--- src/rtl/fifo_stream_pkg.sv ---
// Shared defaults and types for the FIFO drain / stream reader slice.
package fifo_stream_pkg;

    localparam int DATA_WIDTH_DEF = 8;
    localparam int SKID_DEPTH_DEF = 4;
    localparam int CNT_WIDTH_DEF  = 16;

    typedef logic [DATA_WIDTH_DEF-1:0] data_t;

endpackage

--- src/rtl/stream_skid_buf.sv ---
// Small circular buffer that absorbs words arriving one cycle after each FIFO read.
module stream_skid_buf
    import fifo_stream_pkg::*;
#(
    parameter int DATA_WIDTH = DATA_WIDTH_DEF,
    parameter int DEPTH      = SKID_DEPTH_DEF,
    parameter int OCC_W      = $clog2(DEPTH + 1)
) (
    input  logic                  clk,
    input  logic                  reset,
    input  logic                  push_i,
    input  logic [DATA_WIDTH-1:0] data_i,
    input  logic                  pop_i,
    output logic [DATA_WIDTH-1:0] head_o,
    output logic [OCC_W-1:0]      occ_o,
    output logic                  full_o,
    output logic                  empty_o
);

    localparam int PTR_W = $clog2(DEPTH);

    logic [DATA_WIDTH-1:0] mem_q [DEPTH];
    logic [PTR_W-1:0]      wr_ptr_q, wr_ptr_d;
    logic [PTR_W-1:0]      rd_ptr_q, rd_ptr_d;
    logic [OCC_W-1:0]      occ_q, occ_d;
    logic                  push_ok;
    logic                  pop_ok;

    assign full_o  = (occ_q == OCC_W'(DEPTH));
    assign empty_o = (occ_q == '0);
    assign occ_o   = occ_q;
    assign head_o  = mem_q[rd_ptr_q];

    // A push into a full buffer only lands if the same cycle frees a slot.
    assign pop_ok  = pop_i & ~empty_o;
    assign push_ok = push_i & (~full_o | pop_ok);

    always_comb begin
        wr_ptr_d = wr_ptr_q;
        rd_ptr_d = rd_ptr_q;
        occ_d    = occ_q;
        if (push_ok) begin
            wr_ptr_d = wr_ptr_q + PTR_W'(1);
        end
        if (pop_ok) begin
            rd_ptr_d = rd_ptr_q + PTR_W'(1);
        end
        case ({push_ok, pop_ok})
            2'b10:   occ_d = occ_q + OCC_W'(1);
            2'b01:   occ_d = occ_q - OCC_W'(1);
            default: occ_d = occ_q;
        endcase
    end

    always_ff @(posedge clk or negedge reset) begin
        if (!reset) begin
            wr_ptr_q <= '0;
            rd_ptr_q <= '0;
            occ_q    <= '0;
            for (int i = 0; i < DEPTH; i++) begin
                mem_q[i] <= '0;
            end
        end else begin
            wr_ptr_q <= wr_ptr_d;
            rd_ptr_q <= rd_ptr_d;
            occ_q    <= occ_d;
            if (push_ok) begin
                mem_q[wr_ptr_q] <= data_i;
            end
        end
    end

endmodule

--- src/rtl/fifo_stream_reader.sv ---
// Drains a registered-output FIFO into a valid/ready stream, hiding the one-cycle read latency.
module fifo_stream_reader
    import fifo_stream_pkg::*;
#(
    parameter int DATA_WIDTH = DATA_WIDTH_DEF,
    parameter int SKID_DEPTH = SKID_DEPTH_DEF,
    parameter int CNT_WIDTH  = CNT_WIDTH_DEF
) (
    input  logic                  clk,
    input  logic                  reset,
    input  logic                  enable,
    input  logic                  fifo_empty,
    input  logic [DATA_WIDTH-1:0] fifo_dout,
    output logic                  fifo_read,
    output logic                  m_valid,
    output logic [DATA_WIDTH-1:0] m_data,
    input  logic                  m_ready,
    output logic [CNT_WIDTH-1:0]  beat_cnt,
    output logic                  ovf_err
);

    localparam int OCC_W = $clog2(SKID_DEPTH + 1);

    logic                 pend_q;
    logic [CNT_WIDTH-1:0] beat_cnt_q, beat_cnt_d;
    logic                 ovf_err_q, ovf_err_d;
    logic [OCC_W-1:0]     occ;
    logic                 buf_full;
    logic                 buf_empty;
    logic                 pop;
    logic [OCC_W:0]       inflight;

    stream_skid_buf #(
        .DATA_WIDTH (DATA_WIDTH),
        .DEPTH      (SKID_DEPTH),
        .OCC_W      (OCC_W)
    ) u_skid (
        .clk     (clk),
        .reset   (reset),
        .push_i  (pend_q),
        .data_i  (fifo_dout),
        .pop_i   (pop),
        .head_o  (m_data),
        .occ_o   (occ),
        .full_o  (buf_full),
        .empty_o (buf_empty)
    );

    // Reads are throttled by buffered plus in-flight words only, never by m_ready,
    // so every issued read is guaranteed a slot; reset gating keeps the strobe quiet.
    assign inflight  = {1'b0, occ} + {{OCC_W{1'b0}}, pend_q};
    assign fifo_read = reset & enable & ~fifo_empty & (inflight < (OCC_W + 1)'(SKID_DEPTH));

    assign m_valid  = ~buf_empty;
    assign pop      = m_valid & m_ready;
    assign beat_cnt = beat_cnt_q;
    assign ovf_err  = ovf_err_q;

    always_comb begin
        beat_cnt_d = beat_cnt_q;
        ovf_err_d  = ovf_err_q;
        if (pop) begin
            beat_cnt_d = beat_cnt_q + CNT_WIDTH'(1);
        end
        if (pend_q & buf_full & ~pop) begin
            ovf_err_d = 1'b1;
        end
    end

    always_ff @(posedge clk or negedge reset) begin
        if (!reset) begin
            pend_q     <= 1'b0;
            beat_cnt_q <= '0;
            ovf_err_q  <= 1'b0;
        end else begin
            pend_q     <= fifo_read;
            beat_cnt_q <= beat_cnt_d;
            ovf_err_q  <= ovf_err_d;
        end
    end

endmodule

--- config.mk ---
export PLATFORM = sky130hd
export DESIGN_NAME = fifo_stream_reader
export DESIGN_NICKNAME = d
export VERILOG_FILES = /design/src/rtl/fifo_stream_pkg.sv /design/src/rtl/stream_skid_buf.sv /design/src/rtl/fifo_stream_reader.sv
export SDC_FILE = /design/constraint.sdc
export NUM_CORES = 1
export LEC_CHECK = 0
export ABC_AREA = 1
export ABC_CLOCK_PERIOD_IN_PS = 5600
export CORE_MARGIN = 2
export CORE_UTILIZATION = 43
export DETAILED_ROUTE_END_ITERATION = 7
export GPL_ROUTABILITY_DRIVEN = 1
export PLACE_DENSITY = 0.7
export REMOVE_ABC_BUFFERS = 1
export SLEW_MARGIN = 30
export SYNTH_ARGS = -nofsm -noshare
export SYNTH_HDL_FRONTEND = slang
export SYNTH_HIERARCHICAL = 1
export SYNTH_SLANG_ARGS = --single-unit
--- constraint.sdc ---
create_clock -name clk -period 5.6 [get_ports clk]
set_input_delay 1.4 -clock clk [delete_from_list [all_inputs] [get_ports clk]]
set_output_delay 1.4 -clock clk [all_outputs]
set_load 0.05 [all_outputs]
==> results of run 1 <==
-- report_power, final --
group          internal (mW)  switching [mW]  leakage [nW]
clock network          0.190           0.150        0.0875
registers              0.552           0.133         0.733
logic                  0.315           0.634         0.883
-- registers in the layout, summed over array words and instances (netlist names) --
name	count
u_skid/wr_ptr_q	2
beat_cnt	16
u_skid/mem_q	32
ovf_err	1
u_skid/occ_o	3
pend_q	1
u_skid/rd_ptr_q	2
-- cells in the final DEF, fill, tap and decap left out --
master | netlist | final
sky130_fd_sc_hd__nand4_1 | 34 | 34
sky130_fd_sc_hd__dfrtp_1 | 57 | 57
sky130_fd_sc_hd__fa_1 | 1 | 1
sky130_fd_sc_hd__nand3b_1 | 2 | 2
sky130_fd_sc_hd__a31oi_1 | 1 | 1
sky130_fd_sc_hd__nand3_2 | 6 | 6
sky130_fd_sc_hd__inv_2 | 1 | 1
sky130_fd_sc_hd__o22ai_1 | 8 | 8
sky130_fd_sc_hd__nand2_1 | 99 | 99
sky130_fd_sc_hd__o21ai_0 | 19 | 19
sky130_fd_sc_hd__ha_1 | 6 | 6
sky130_fd_sc_hd__xnor2_1 | 5 | 5
sky130_fd_sc_hd__nand2_4 | 1 | 1
sky130_fd_sc_hd__inv_1 | 26 | 26
sky130_fd_sc_hd__nand2_2 | 3 | 3
sky130_fd_sc_hd__buf_4 | 0 | 3
sky130_fd_sc_hd__clkbuf_8 | 0 | 12
sky130_fd_sc_hd__a31o_2 | 1 | 1
sky130_fd_sc_hd__nand3_1 | 7 | 7
sky130_fd_sc_hd__nor2_1 | 27 | 27
sky130_fd_sc_hd__clkbuf_1 | 1 | 1
sky130_fd_sc_hd__nor2_4 | 2 | 2
sky130_fd_sc_hd__clkdlybuf4s50_1 | 0 | 38
sky130_fd_sc_hd__xor2_1 | 9 | 9
sky130_fd_sc_hd__nor3_1 | 3 | 3
sky130_fd_sc_hd__buf_2 | 10 | 1
sky130_fd_sc_hd__nor2_2 | 5 | 5
-- cell type report --
type	count	area share (%)
repair buffers	42	11.74
multi-input cells	239	36.64
flip-flops and latches	57	41.07
well taps	77	2.774
inverters	27	2.918
clock buffers	13	4.863
-- cell families (layout without fill, tap and decap cells) --
family          count (synthesis)  in the layout  share of synthesized area (%)
xor+xnor                       14             14                          4.213
buf+inv                        43             82                          7.265
fa+ha+maj                       7              7                          3.267
simple gates                  189            189                          30.74
compound gates                 29             29                          5.503
flops                          57             57                          49.01
-- critical path: stages --
cell and delay, ns:
sky130_fd_sc_hd__clkdlybuf4s50_1 0.40, sky130_fd_sc_hd__nor2_1 0.10, sky130_fd_sc_hd__nand3_1 0.08, sky130_fd_sc_hd__a31oi_1 0.19
sky130_fd_sc_hd__clkdlybuf4s50_1 0.84
-- layer usage --
metal | global-route usage (%) | vias up | part of all wire (%)
met1 | 25.78 | 1143 | 44
met5 | 0 | - | 0
met3 | 4.190 | 9 | 6.2
met2 | 29.18 | 64 | 48
met4 | 8.807 | 0 | 1.3
li1 | - | 1184 | -
-- worst min-delay path by stage --
stage,cells after the start,endpoint,startpoint
finish,2,u_skid/mem_q[22]$_DFFE_PN0P_,u_skid/mem_q[22]$_DFFE_PN0P_
global route,2,u_skid/mem_q[11]$_DFFE_PN0P_,u_skid/mem_q[11]$_DFFE_PN0P_
CTS,2,u_skid/mem_q[22]$_DFFE_PN0P_,u_skid/mem_q[22]$_DFFE_PN0P_
detailed placement,2,u_skid/mem_q[22]$_DFFE_PN0P_,u_skid/mem_q[22]$_DFFE_PN0P_
global placement,2,u_skid/mem_q[11]$_DFFE_PN0P_,u_skid/mem_q[11]$_DFFE_PN0P_
floorplan,2,u_skid/mem_q[10]$_DFFE_PN0P_,u_skid/mem_q[10]$_DFFE_PN0P_
==> results.md, run 1 <==
* Synth top area cells: sky130_fd_sc_hd__dfrtp_1, sky130_fd_sc_hd__nand2_1, sky130_fd_sc_hd__nand4_1, sky130_fd_sc_hd__nor2_1, sky130_fd_sc_hd__inv_1
* Post-synthesis instance area at 2910 um^2
* CTS tree: built
* Routed length per placed instance at between 10 and 15 um
* Slew at the pin closest to its max-slew limit at between 0.7 and 0.8 ns
* Path type of the worst min-delay path: reg2reg
* Setup repair after global routing missed its margin: false
* Count of pins on the block boundary at 40
* Startpoint of the lowest-slack register-to-register path: u_skid/occ_o[2]$_DFFE_PN0P_
* Total Routing Usage GR at a little under a fifth
* Required @ worst endpoint at 4.20 ns
* Source-to-sink clock delay at the later pin of the worst-skew pair at 0.33 ns
* Fill cells at 616
* Max-Slew Margin vs Limit at 51.62%
* Register-to-register setup slack at 2.96 ns
* Leading post-synthesis cells by instance count: sky130_fd_sc_hd__nand2_1, sky130_fd_sc_hd__dfrtp_1, sky130_fd_sc_hd__nand4_1, sky130_fd_sc_hd__nor2_1, sky130_fd_sc_hd__inv_1
* Launching element of the worst setup path: fifo_empty
* Initial core utilization at 45.06%
* Sequential cell area in the final layout at ~1400 um^2
* Fraction of final layout cells sized beyond drive strength 1 at a little under a tenth
* Worst Setup Slack post-DPL at 1.197 ns
* Area of combinational cells with multiple inputs at roughly 1300 um^2
* Synthesis-stage register bit count at 57
* Antenna-violating nets left at 0
* Detail-routed via count per cell at 5.275
* Overall die area at between 7000 and 8000 um^2
* Final HPWL DP at between 4000 and 5000 um
* Hold slack at ~0.47 ns
* Area growth from synthesis to final layout at 19.35%
* Post CTS Setup Buffer Count at 0
* Yosys Warn Count at 6
* F_max at around 230 MHz
* Most frequently used cell type in the post-synthesis netlist: sky130_fd_sc_hd__nand2_1
* Number of hold buffers added after CTS at 0
* Post-route minimum period at 4.403 ns
* Kind of critical path: in2out
* Capturing point of the worst reg2reg path: u_skid/occ_o[1]$_DFFE_PN0P_
* Power density of the placed cells at about 570 nW/um^2
* Number of port buffers at 39
* Number of sinks handled by clock tree synthesis at 57
* Number of flops mapped to enable cells by yosys at 0
* Clock-pin slew on the worst setup and hold paths at around 0.06 ns
* Number of antenna violations at the first check in global routing at 0
* Async SR Flop Fraction at 100.0%
* Number of setup violations in the final report at 0
* Clock Root Buffer: sky130_fd_sc_hd__clkbuf_8
* Summed area of non-filler cells in the final layout at between 3000 and 4000 um^2
* Max clock buf depth at 2
* Distinct cell type count after synthesis at 25
* Total negative setup slack at 0 ns
* Area after detailed placement at 3304 um^2
* Number of violations of the max-capacitance limit at 0
* VDD IR max at 358.8 uV
* Total via count after detailed routing at ~2.4k
* Number of detailed-route iterations in the first pass at 4
* CTS H-tree depth at 3
* Outcome: finished, final reports clean
* Total inserted antenna cells at 0
* Synthesized area per cell at 8.585 um^2
* Area inside the core boundary at between 6000 and 7000 um^2
* Final Slew Violations at 0
* Post-synthesis sequential area ratio at roughly half
* Global-route wire length before repair at ~11000 um
* Site row count at 29
* Detailed Route WL at approximately 6500 um
* Number of global-route vias before repair at approximately 2.3k
* Fraction of synthesized cell area taken by the top area cell type at 49.01%
* CP Max Fanout at 2
* Routability Congestion at 0.7965
* Width of the chip at 86.27 um
* Critical Path End Type: primary output
* Grt ovf at 0
* Timing endpoint of the critical path: fifo_read
* Post-Route Utilization at between 50% and 60%
* Most frequently used flop master after synthesis: sky130_fd_sc_hd__dfrtp_1
* Number of buffers created by CTS at 9
* Total DRC errors in the routed layout at 0
* Share of the clock period used by the worst path after layout at 78.63%
* DP Cell Count at approximately 440
* Total power of the final layout at about 2 mW
* Cells resized by post-CTS repair at 0
* Hold Fails Final Rpt at 0
* Non-Filler Instances at between 400 and 500
* Clk_skew at between 0.007 and 0.008 ns
* Worst Slack Setup Final at about 1.2 ns
* Worst-case reg-to-reg path depth at 14
* Vert. Die Dim at between 80 and 90 um
* Maximum number of pins on one net before global-route repair at 58
* CP arrival at ~3.0 ns
* Gate count of the mapped netlist at ~340
* Leakage dissipation at about 1.7 nW
* Violation count after the first detailed-route iteration at roughly 190
* Nets at 396
* Cell type with the highest aggregate area in the netlist: sky130_fd_sc_hd__dfrtp_1
* Launching element type of the critical path: input port
Note: power is estimated with default switching activity, not from simulation.
==> run 2, diff against run 1 <==
--- a/config.mk
+++ b/config.mk
@@ -6,7 +6,7 @@
 export NUM_CORES = 1
 export LEC_CHECK = 0
 export ABC_AREA = 1
-export ABC_CLOCK_PERIOD_IN_PS = 5600
+export ABC_CLOCK_PERIOD_IN_PS = 4500
 export CORE_MARGIN = 2
 export CORE_UTILIZATION = 43
 export DETAILED_ROUTE_END_ITERATION = 7
==> constraint.sdc (replaced) <==
create_clock -name clk -period 4.5 [get_ports clk]
set_input_delay 1.125 -clock clk [delete_from_list [all_inputs] [get_ports clk]]
set_output_delay 1.125 -clock clk [all_outputs]
set_load 0.05 [all_outputs]
==> results.md, run 2 (synthesized netlist as in run 1, its figures left out) <==
* Outcome: finished, final reports clean (unchanged)
* Fill cells at 629 (was 616)
* Register-to-register setup slack at 2.15 ns (was 2.96 ns)
* Total negative setup slack at 0 ns (unchanged)
* Site row count at 29 (unchanged)
* Commonest cells after routing, fill and taps aside: sky130_fd_sc_hd__nand2_1, sky130_fd_sc_hd__dfrtp_1, sky130_fd_sc_hd__clkdlybuf4s50_1 (unchanged)
* Clk_skew at 0.008187 ns (was 0.007018 ns)
* Vert. Die Dim at 86.27 um (unchanged)
* Number of violations of the max-capacitance limit at 0 (unchanged)
* Cells resized by post-CTS repair at 0 (unchanged)
* Routability Congestion at 0.7944 (was 0.7965)
* VDD IR max at 424.1 uV (was 358.8 uV)
* Area after detailed placement at 3304 um^2 (unchanged)
* Nets at 396 (unchanged)
* Global-route wire length before repair at 11390 um (was 11070 um)
* Number of detailed-route iterations in the first pass at 4 (unchanged)
* Slew at the pin closest to its max-slew limit at 0.7299 ns (was 0.7257 ns)
* CP arrival at 2.70 ns (was 3.00 ns)
* Initial core utilization at 45.06% (unchanged)
* Number of global-route vias before repair at 2431 (was 2337)
* Min-Delay Startpoint: ovf_err$_DFFE_PN0P_ (was u_skid/mem_q[22]$_DFFE_PN0P_)
* Clock-pin slew on the worst setup and hold paths at 0.06 ns (about the same)
* Hold Fails Final Rpt at 0 (unchanged)
* F_max at between 200 and 300 MHz
* Total Routing Usage GR at 19.70% (was 18.98%)
* Max clock buf depth at 2 (unchanged)
* Setup repair after global routing missed its margin: false (unchanged)
* Fraction of final layout cells sized beyond drive strength 1 at 9.737% (was 9.259%)
* Violation count after the first detailed-route iteration at 239 (was 185)
* Required @ worst endpoint at 3.38 ns (was 4.20 ns)
* Summed area of non-filler cells in the final layout at 3466 um^2 (was 3473 um^2)
* Count of pins on the block boundary at 40 (unchanged)
* Routed length per placed instance at 14.56 um (was 14.37 um)
* Sequential cell area in the final layout at 1426 um^2 (unchanged)
* Overall die area at 7443 um^2 (unchanged)
* Min-Delay Path Depth at 1 (was 2)
* Number of port buffers at 39 (unchanged)
* Number of sinks handled by clock tree synthesis at 57 (unchanged)
* Critical Path End Type: primary output (unchanged)
* Grt ovf at 0 (unchanged)
* Most common cell after layout, fill and taps aside: sky130_fd_sc_hd__nand2_1 (unchanged)
* Clock Root Buffer: sky130_fd_sc_hd__clkbuf_8 (unchanged)
* Leakage dissipation at 1.705 nW (was 1.704 nW)
* CTS tree: built (unchanged)
* Area of combinational cells with multiple inputs at 1272 um^2 (unchanged)
* Post CTS Setup Buffer Count at 0 (unchanged)
* Area growth from synthesis to final layout at 19.09% (was 19.35%)
* Number of antenna violations at the first check in global routing at 0 (unchanged)
* Power density of the placed cells at 705.3 nW/um^2 (was 567.9 nW/um^2)
* Worst-case reg-to-reg path depth at 15 (was 14)
* CP Max Fanout at 2 (unchanged)
* Number of hold buffers added after CTS at 0 (unchanged)
* CTS H-tree depth at 3 (unchanged)
* Share of the clock period used by the worst path after layout at a little under nine tenths
* Top reg by flops: u_skid/mem_q (unchanged)
* Startpoint of the lowest-slack register-to-register path: u_skid/occ_o[1]$_DFFE_PN0P_ (was u_skid/occ_o[2]$_DFFE_PN0P_)
* Max-Slew Margin vs Limit at 51.34% (was 51.62%)
* Width of the chip at 86.27 um (unchanged)
* Total via count after detailed routing at 2432 (was 2400)
* Launching element type of the critical path: input port (unchanged)
* Capturing point of the worst reg2reg path: u_skid/occ_o[2]$_DFFE_PN0P_ (was u_skid/occ_o[1]$_DFFE_PN0P_)
* Post-route minimum period at approximately 3.8 ns
* Number of setup violations in the final report at 0 (unchanged)
* Total inserted antenna cells at 0 (unchanged)
* Hold Path Sink: ovf_err$_DFFE_PN0P_ (was u_skid/mem_q[22]$_DFFE_PN0P_)
* Final Slew Violations at 0 (unchanged)
* Detailed Route WL at 6655 um (was 6539 um)
* Path type of the worst min-delay path: reg2reg (unchanged)
* Final HPWL DP at 4227 um (was 4221 um)
* Antenna-violating nets left at 0 (unchanged)
* Hold slack at 0.4679 ns (was 0.4658 ns)
* Area inside the core boundary at 6459 um^2 (unchanged)
* Maximum number of pins on one net before global-route repair at 58 (unchanged)
* Number of flip-flops in the largest register at 32 (unchanged)
* Launching element of the worst setup path: fifo_empty (unchanged)
* Kind of critical path: in2out (unchanged)
* Detail-routed via count per cell at 5.322 (was 5.275)
* Source-to-sink clock delay at the later pin of the worst-skew pair at 0.33 ns (about the same)
* Number of buffers created by CTS at 9 (unchanged)
* Total DRC errors in the routed layout at 0 (unchanged)
## run 2: cell types whose count changed in the layout (fill, tap and decap cells not counted)
cell                       change
sky130_fd_sc_hd__clkbuf_8      -2
sky130_fd_sc_hd__clkinv_2      +4
## run 2: power by group
group	internal (mW)	switching [mW]	leakage, nW
clock network	0.208	0.196	0.0887
logic	0.391	0.794	0.883
registers	0.687	0.169	0.733
total	1.29	1.16	1.71
## run 2: worst max path at each step
stage / end / slack (ns)
global route: fifo_read / 0.58
floorplan: fifo_read / 1.26
global placement: fifo_read / 0.69
CTS: fifo_read / 0.66
detailed placement: fifo_read / 0.67
finish: fifo_read / 0.67
## run 2: per-stage QoR
| step | utilization [%] | setup slack (ns) | power (mW) | std cells |
|---|---|---|---|---|
| after floorplan | - | 1.263 | 1.649 | 323 |
| after global placement | 51.16 | 0.6875 | 2.018 | 442 |
| after global routing | 53.66 | 0.5775 | 2.616 | 457 |
| final | 53.66 | 0.6709 | 2.444 | 457 |
| after CTS | 53.66 | 0.6630 | 2.456 | 457 |
| after detailed placement | 51.16 | 0.6697 | 2.047 | 442 |
## run 2: per-layer routing
layer / global-route usage (%) / routed length (um) / vias to the layer above
li1: - / - / 1183
met1: 25.36 / 2941 / 1179
met2: 31.29 / 3232 / 61
met3: 4.476 / 352 / 9
met4: 10.09 / 129 / 0
met5: 0 / 0 / -
## run 2: critical path, stage by stage
cell                              delay [ns]
sky130_fd_sc_hd__clkdlybuf4s50_1        0.40
sky130_fd_sc_hd__nor2_1                 0.10
sky130_fd_sc_hd__nand3_1                0.07
sky130_fd_sc_hd__a31oi_1                0.18
sky130_fd_sc_hd__clkdlybuf4s50_1        0.84
## run 2: cell type report
type | count | area share [%]
inverter | 27 | 2.924
clock buffer | 11 | 4.079
multi-input combinational | 239 | 36.71
tap | 77 | 2.780
timing repair buffer | 42 | 11.77
clock inverter | 4 | 0.5776
sequential | 57 | 41.16
